<file path="config.mk">
export PLATFORM = sky130hd
export DESIGN_NAME = io_port_responder
export DESIGN_NICKNAME = d
export VERILOG_FILES = /design/src/rtl/io_bus_pkg.sv /design/src/rtl/io_port_responder_sync_fifo.sv /design/src/rtl/io_port_responder.sv
export SDC_FILE = /design/constraint.sdc
export NUM_CORES = 1
export LEC_CHECK = 0
export ABC_AREA = 1
export BUFFER_PORTS_ARGS = -buffer_cell sky130_fd_sc_hd__buf_2
export CAP_MARGIN = 20
export CORE_MARGIN = 3
export CORE_UTILIZATION = 40
export DETAILED_ROUTE_END_ITERATION = 8
export PLACE_DENSITY = 0.61
export SYNTH_ARGS = -nofsm -noshare
export SYNTH_HDL_FRONTEND = slang
export SYNTH_SLANG_ARGS = --single-unit
</file>
<file path="constraint.sdc">
create_clock -name sys_clk -period 2.05 [get_ports sys_clk]
set_input_delay 0.3075 -clock sys_clk [delete_from_list [all_inputs] [get_ports sys_clk]]
set_output_delay 0.3075 -clock sys_clk [all_outputs]
set_load 0.02 [all_outputs]
</file>
<file path="src/rtl/io_bus_pkg.sv">
// Shared I/O bus definitions: strobe encodings, status bit layout and defaults.
package io_bus_pkg;

  localparam logic IO_DIR_IN   = 1'b0;
  localparam logic IO_DIR_OUT  = 1'b1;
  localparam logic IO_CYC_DATA = 1'b0;
  localparam logic IO_CYC_ADDR = 1'b1;

  localparam int ST_RX_NOT_FULL  = 0;
  localparam int ST_TX_NOT_EMPTY = 1;
  localparam int ST_UNDERRUN     = 2;
  localparam int ST_OVERRUN      = 3;

  localparam logic [7:0] DEV_ADDR_DEFAULT   = 8'h0F;
  localparam int         FIFO_DEPTH_DEFAULT = 4;

  typedef enum logic [1:0] {
    IO_OP_OUT_ADDR = 2'd0,
    IO_OP_OUT_DATA = 2'd1,
    IO_OP_IN_ADDR  = 2'd2,
    IO_OP_IN_DATA  = 2'd3
  } io_op_e;

  // Classify the current bus cycle from the direction and data/address strobes.
  function automatic io_op_e decode_op(input logic dir, input logic cyc);
    io_op_e op;
    case ({dir, cyc})
      {IO_DIR_OUT, IO_CYC_ADDR}: op = IO_OP_OUT_ADDR;
      {IO_DIR_OUT, IO_CYC_DATA}: op = IO_OP_OUT_DATA;
      {IO_DIR_IN,  IO_CYC_ADDR}: op = IO_OP_IN_ADDR;
      {IO_DIR_IN,  IO_CYC_DATA}: op = IO_OP_IN_DATA;
      default:                   op = IO_OP_IN_DATA;
    endcase
    return op;
  endfunction

  // Assemble the status byte returned on an IN Addr cycle.
  function automatic logic [7:0] pack_status(input logic overrun, input logic underrun,
                                             input logic tx_not_empty, input logic rx_not_full);
    logic [7:0] st;
    st                  = 8'h00;
    st[ST_OVERRUN]      = overrun;
    st[ST_UNDERRUN]     = underrun;
    st[ST_TX_NOT_EMPTY] = tx_not_empty;
    st[ST_RX_NOT_FULL]  = rx_not_full;
    return st;
  endfunction

endpackage

</file>
<file path="src/rtl/io_port_responder_sync_fifo.sv">
// Small synchronous FIFO. Push into a full FIFO and pop from an empty FIFO are
// ignored, so callers may present requests without pre-qualifying them.
module sync_fifo #(
  parameter int WIDTH = 8,
  parameter int DEPTH = 4
) (
  input  logic                     clk,
  input  logic                     reset,
  input  logic                     push,
  input  logic [WIDTH-1:0]         push_data,
  input  logic                     pop,
  output logic [WIDTH-1:0]         pop_data,
  output logic                     full,
  output logic                     empty,
  output logic [$clog2(DEPTH):0]   count
);

  localparam int AW = $clog2(DEPTH);
  localparam logic [AW:0] CNT_FULL = (AW+1)'(DEPTH);

  logic [WIDTH-1:0] mem_q [DEPTH];
  logic [AW-1:0]    wr_ptr_q, wr_ptr_d;
  logic [AW-1:0]    rd_ptr_q, rd_ptr_d;
  logic [AW:0]      count_q, count_d;
  logic             push_ok_s, pop_ok_s;

  assign full      = (count_q == CNT_FULL);
  assign empty     = (count_q == '0);
  assign count     = count_q;
  assign pop_data  = mem_q[rd_ptr_q];
  assign push_ok_s = push & ~full;
  assign pop_ok_s  = pop & ~empty;

  // Next pointers and occupancy; pointers wrap naturally since DEPTH is a power of 2.
  always_comb begin
    wr_ptr_d = wr_ptr_q;
    rd_ptr_d = rd_ptr_q;
    count_d  = count_q;
    if (push_ok_s) wr_ptr_d = wr_ptr_q + AW'(1'b1);
    else           wr_ptr_d = wr_ptr_q;
    if (pop_ok_s)  rd_ptr_d = rd_ptr_q + AW'(1'b1);
    else           rd_ptr_d = rd_ptr_q;
    case ({push_ok_s, pop_ok_s})
      2'b10:   count_d = count_q + (AW+1)'(1'b1);
      2'b01:   count_d = count_q - (AW+1)'(1'b1);
      default: count_d = count_q;
    endcase
  end

  // Pointer and count registers.
  always_ff @(posedge clk) begin
    if (reset) begin
      wr_ptr_q <= '0;
      rd_ptr_q <= '0;
      count_q  <= '0;
    end else begin
      wr_ptr_q <= wr_ptr_d;
      rd_ptr_q <= rd_ptr_d;
      count_q  <= count_d;
    end
  end

  // Storage array; contents need no reset because occupancy gates visibility.
  always_ff @(posedge clk) begin
    if (push_ok_s) mem_q[wr_ptr_q] <= push_data;
  end

endmodule

</file>
<file path="src/rtl/io_port_responder.sv">
// Device-side responder for the CPU I/O bus: address select, CPU->device and
// device->CPU byte FIFOs, and a status byte with sticky overrun/underrun flags.
module io_port_responder
  import io_bus_pkg::*;
#(
  parameter logic [7:0] DEV_ADDR = DEV_ADDR_DEFAULT,
  parameter int         DEPTH    = FIFO_DEPTH_DEFAULT
) (
  input  logic       sys_clk,
  input  logic       reset,
  input  logic       io_clk_s,
  input  logic       io_clk_e,
  input  logic       io_input_or_output,
  input  logic       io_data_or_address,
  input  logic [7:0] bus_in,
  output logic [7:0] bus_out,
  output logic       bus_out_en,
  output logic [7:0] dev_rx_data,
  output logic       dev_rx_valid,
  input  logic       dev_rx_ready,
  input  logic [7:0] dev_tx_data,
  input  logic       dev_tx_valid,
  output logic       dev_tx_ready,
  output logic       selected
);

  localparam int CW = $clog2(DEPTH) + 1;
  localparam logic [CW-1:0] CNT_FULL = CW'(DEPTH);

  logic          s_q, e_q;
  logic          selected_q, selected_d;
  logic          overrun_q, overrun_d;
  logic          underrun_q, underrun_d;
  logic          s_rise_s, e_fall_s;
  io_op_e        op_s;
  logic          rx_push_s, tx_pop_s;
  logic          overrun_set_s, underrun_set_s, flag_clr_s;
  logic          rx_full_s, rx_empty_s, tx_full_s, tx_empty_s;
  logic [CW-1:0] rx_count_s, tx_count_s;
  logic [7:0]    tx_head_s, status_s, bus_out_s;

  assign s_rise_s = io_clk_s & ~s_q;
  assign e_fall_s = ~io_clk_e & e_q;
  assign op_s     = decode_op(io_input_or_output, io_data_or_address);
  assign status_s = pack_status(overrun_q, underrun_q,
                                (tx_count_s != '0), (rx_count_s != CNT_FULL));

  // Drive enable is combinational so the bus is owned for the whole clk_e window.
  assign bus_out_en   = io_clk_e & selected_q & (io_input_or_output == IO_DIR_IN);
  assign bus_out      = bus_out_s;
  assign selected     = selected_q;
  assign dev_rx_valid = ~rx_empty_s;
  assign dev_tx_ready = ~tx_full_s;

  // Strobe history; loading it during reset suppresses events from strobes held across release.
  always_ff @(posedge sys_clk) begin
    if (reset) begin
      s_q <= io_clk_s;
      e_q <= io_clk_e;
    end else begin
      s_q <= io_clk_s;
      e_q <= io_clk_e;
    end
  end

  // Decode bus events into FIFO requests, selection update, flag updates and bus data.
  always_comb begin
    selected_d     = selected_q;
    rx_push_s      = 1'b0;
    tx_pop_s       = 1'b0;
    overrun_set_s  = 1'b0;
    underrun_set_s = 1'b0;
    flag_clr_s     = 1'b0;
    bus_out_s      = 8'h00;
    case (op_s)
      IO_OP_OUT_ADDR: begin
        if (s_rise_s) selected_d = (bus_in == DEV_ADDR);
        else          selected_d = selected_q;
      end
      IO_OP_OUT_DATA: begin
        if (s_rise_s && selected_q) begin
          if (rx_full_s) overrun_set_s = 1'b1;
          else           rx_push_s     = 1'b1;
        end else begin
          rx_push_s = 1'b0;
        end
      end
      IO_OP_IN_DATA: begin
        if (bus_out_en && !tx_empty_s) bus_out_s = tx_head_s;
        else                           bus_out_s = 8'h00;
        if (e_fall_s && selected_q) begin
          if (tx_empty_s) underrun_set_s = 1'b1;
          else            tx_pop_s       = 1'b1;
        end else begin
          tx_pop_s = 1'b0;
        end
      end
      IO_OP_IN_ADDR: begin
        if (bus_out_en) bus_out_s = status_s;
        else            bus_out_s = 8'h00;
        if (e_fall_s && selected_q) flag_clr_s = 1'b1;
        else                        flag_clr_s = 1'b0;
      end
      default: begin
        bus_out_s = 8'h00;
      end
    endcase
    // A flag set in the same cycle as a status read-clear survives.
    overrun_d  = (overrun_q  & ~flag_clr_s) | overrun_set_s;
    underrun_d = (underrun_q & ~flag_clr_s) | underrun_set_s;
  end

  // Selection and sticky error flag registers.
  always_ff @(posedge sys_clk) begin
    if (reset) begin
      selected_q <= 1'b0;
      overrun_q  <= 1'b0;
      underrun_q <= 1'b0;
    end else begin
      selected_q <= selected_d;
      overrun_q  <= overrun_d;
      underrun_q <= underrun_d;
    end
  end

  sync_fifo #(.WIDTH(8), .DEPTH(DEPTH)) u_rx_fifo (
    .clk       (sys_clk),
    .reset     (reset),
    .push      (rx_push_s),
    .push_data (bus_in),
    .pop       (dev_rx_ready),
    .pop_data  (dev_rx_data),
    .full      (rx_full_s),
    .empty     (rx_empty_s),
    .count     (rx_count_s)
  );

  sync_fifo #(.WIDTH(8), .DEPTH(DEPTH)) u_tx_fifo (
    .clk       (sys_clk),
    .reset     (reset),
    .push      (dev_tx_valid),
    .push_data (dev_tx_data),
    .pop       (tx_pop_s),
    .pop_data  (tx_head_s),
    .full      (tx_full_s),
    .empty     (tx_empty_s),
    .count     (tx_count_s)
  );

endmodule

</file>
==> results.json <==
{
  "register_area_sq_um": 2380,
  "clkTransAtPathRegs_ps": 90,
  "die_h_um": 102,
  "peakVddDrop_mv": 0.366,
  "mostFrequentLayoutCells": "sky130_fd_sc_hd__nor2_1 (79), sky130_fd_sc_hd__edfxtp_1 (64), sky130_fd_sc_hd__nand2_1 (48), sky130_fd_sc_hd__buf_2 (43), sky130_fd_sc_hd__inv_1 (38)",
  "clock_network_latency_to_the_later_pin_of_the_worst_skew_pair_ps": 350,
  "max_cap_viols": 0,
  "timing.final.setup_violations": 0,
  "cts.sink_count": 87,
  "initialDrtViolationCount": 95,
  "endpoint_kind": "output pin",
  "gr_layer_usage_met3_pct": 4.61,
  "critPathLaunchType": "flop",
  "slew_violations": 0,
  "cts.root.buffer_cell": "sky130_fd_sc_hd__clkbuf_8",
  "initial_utilization_pct": 41.5,
  "finalWorstPathRequiredPeriod_ps": 1890,
  "antenna_found_initial": 0,
  "post_synth.cell_area_avg_sq_um": 10.3,
  "layout.cells.most_common": "sky130_fd_sc_hd__nor2_1",
  "syn-instance-count": 355,
  "first_pass_grt_wire_length_um": 11500,
  "die-width_um": 102,
  "timing.final.crit_share_pct": 92.4,
  "multi_input_comb_area_sq_um": 1100,
  "first_global_vias": 2354,
  "syn_std_cell_area_sq_um": 3650,
  "grt_remaining_overflow": 0,
  "min_path_type": "in -> reg",
  "route.vias.total": 2469,
  "finalNetCount": 449,
  "syn_to_final_growth_pct": 16.2,
  "slew_headroom_pct": 43.0,
  "cts_resized": 0,
  "fin_tns_setup_ps": 0,
  "num-fill-cells": 807,
  "synth_top_cell_area_share_pct": 52.6,
  "hold_viol_final": 0,
  "grt_use_total_pct": 14.5,
  "drt-vias-per-instance": 4.69,
  "required_ps": 1740,
  "tritoncts_clock_tree": "done",
  "cellLeakagePower_nw": 1.73,
  "power_density_nw_per_um2": 804,
  "core_area_sq_um": 8810,
  "dp.final_hpwl_um": 4880,
  "timing_worst_slew_pin_value_ps": 852,
  "holdCritStartpoint": "io_clk_s",
  "synth_cell_types": 21,
  "hold_endpoint": "s_q",
  "max_clock_freq_ghz": 0.528,
  "detail_route.drc_violations": 0,
  "criticalPathCategory": "reg -> out",
  "timing.critical_path.arrival_ps": 1590,
  "globalplace.congestion": 0.772,
  "timing.reg2reg.setup_slack_ps": 190,
  "dieArea_sq_um": 10300,
  "rr_endpoint": "u_tx_fifo.count[2]",
  "clock_skew_ps": 11.9,
  "wire_per_inst_um": 13.4,
  "timing.hold.worst_path_depth": 1,
  "first_pass_iters": 6,
  "rsz0062_at_grt": "false",
  "detail_route.wirelength_um": 7070,
  "top_level_ports": 44,
  "r2r.worst_path.cells": 12,
  "ys.warnings.count": 0,
  "crit-reg2reg-launch": "u_tx_fifo.count[0]",
  "antenna_violating_nets_post_route": 0,
  "antenna_cells_inserted": 0,
  "total_of_flip_flops_plus_latches_after_synthesis": 87,
  "ys_top_cells_by_area": "sky130_fd_sc_hd__edfxtp_1 (53%), sky130_fd_sc_hd__dfxtp_1 (13%), sky130_fd_sc_hd__nor2_1 (8.2%)",
  "critPathMaxFanout": 6,
  "placement.io_buffers": 43,
  "post_cts_setup_buffer_count": 0,
  "met2_demand_to_capacity_share_in_global_routing_pct": 23.3,
  "clock_path_buffers": 2,
  "busiest_layer": "met2",
  "synth_nets": 391,
  "post-place-cells": 510,
  "cts_hold_buffers": 0,
  "grt.met1_usage_pct": 18.6,
  "cell_taking_the_most_area_after_synthesis": "sky130_fd_sc_hd__edfxtp_1",
  "grt_max_degree": 17,
  "yosysSeqAreaShare_pct": 65.2,
  "final_core_util_pct": 48.2,
  "cts_buffers": 9,
  "row_count": 34,
  "result_of_the_run": "finished, final reports clean",
  "drive_above_1_share_pct": 19.9,
  "finalNonFillerCells": 526,
  "clock_tree.htree_level_count": 3
}
-- through the flow --
stage | hold slack (ps) | setup WS (ps) | power, mW | area (sq um)
floorplan | 335 | 141 | 2.23 | 3650
global placement | 441 | 177 | 2.35 | 4050
detailed placement | 451 | 84.6 | 2.36 | 4050
CTS | 75.2 | 44.4 | 3.45 | 4230
global route | 73.9 | 5.15 | 3.57 | 4250
finish | 87.0 | 156 | 3.41 | 4250
-- synth_stat cells, drive strengths merged --
master and number:
a21oi 13, buf 7, dfxtp 23, edfxtp 64, fa 2, ha 10, inv 41, nand2 52
nand3 11, nand4 1, nor2 84, nor3 1, o21a 1, o21ai 36, o22ai 8, xor2 1
-- state kept, by name (all words and copies together) (netlist names), named ones only --
register            count
underrun_q              1
selected                1
e_q                     1
u_tx_fifo.wr_ptr_q      2
u_rx_fifo.rd_ptr_q      2
u_tx_fifo.count         3
u_rx_fifo.count         3
u_rx_fifo.wr_ptr_q      2
u_tx_fifo.rd_ptr_q      2
u_rx_fifo.mem_q        32
u_tx_fifo.mem_q        32
overrun_q               1
s_q                     1
-- kinds of logic (layout without fill, tap and decap cells) --
| kind of cell | count (synthesis) | count (layout) | share of synthesized area, % |
|---|---|---|---|
| AND/OR/NAND/NOR | 149 | 149 | 16.5 |
| buffers and inverters | 48 | 111 | 5.31 |
| adder cells (fa/ha/maj) | 12 | 12 | 4.52 |
| AO/OA/AOI/OAI | 58 | 58 | 8.28 |
| flip-flops | 87 | 87 | 65.2 |
| XOR/XNOR | 1 | 1 | 0.240 |
-- routing by layer --
layer	up-vias	part of all wire, %
met1	1114	46
met4	0	1.3
met3	8	4.8
li1	1294	-
met5	-	0
met2	53	48
-- area by class of cell --
class,instances,area share [%]
inverters,41,3.62
multi-input cells,220,25.8
clock inverters,6,1.27
clock buffers,10,3.00
well taps,108,3.18
flip-flops and latches,87,56.1
repair buffers,54,7.01
-- worst max-delay path by stage --
| stage | cells after the start | endpoint | startpoint | slack [ps] |
|---|---|---|---|---|
| global route | 13 | u_rx_fifo.count[2] | u_rx_fifo.count[0] | 5 |
| floorplan | 13 | u_tx_fifo.count[2] | selected | 140 |
| finish | 7 | bus_out[5] | selected | 160 |
| global placement | 15 | u_tx_fifo.count[2] | io_data_or_address | 180 |
| detailed placement | 12 | u_tx_fifo.count[2] | u_tx_fifo.count[0] | 80 |
| CTS | 7 | bus_out[5] | selected | 40 |
-- critical path, cell delays in order, from the launching register on --
cell and delay (ps):
sky130_fd_sc_hd__dfxtp_2 390, sky130_fd_sc_hd__nand2_2 70, sky130_fd_sc_hd__nor2_2 130, sky130_fd_sc_hd__nand2_2 100
sky130_fd_sc_hd__nor2_4 140, sky130_fd_sc_hd__inv_2 80, sky130_fd_sc_hd__a21oi_1 140, sky130_fd_sc_hd__buf_2 190
-- where the power goes --
group	internal [mW]	total [mW]	leakage, nW	switching [mW]
clock	0.460	1.09	0.0890	0.632
combinational	0.115	0.352	0.871	0.237
sequential	1.94	1.97	0.769	0.0273
(Power assumes the default switching activity.)
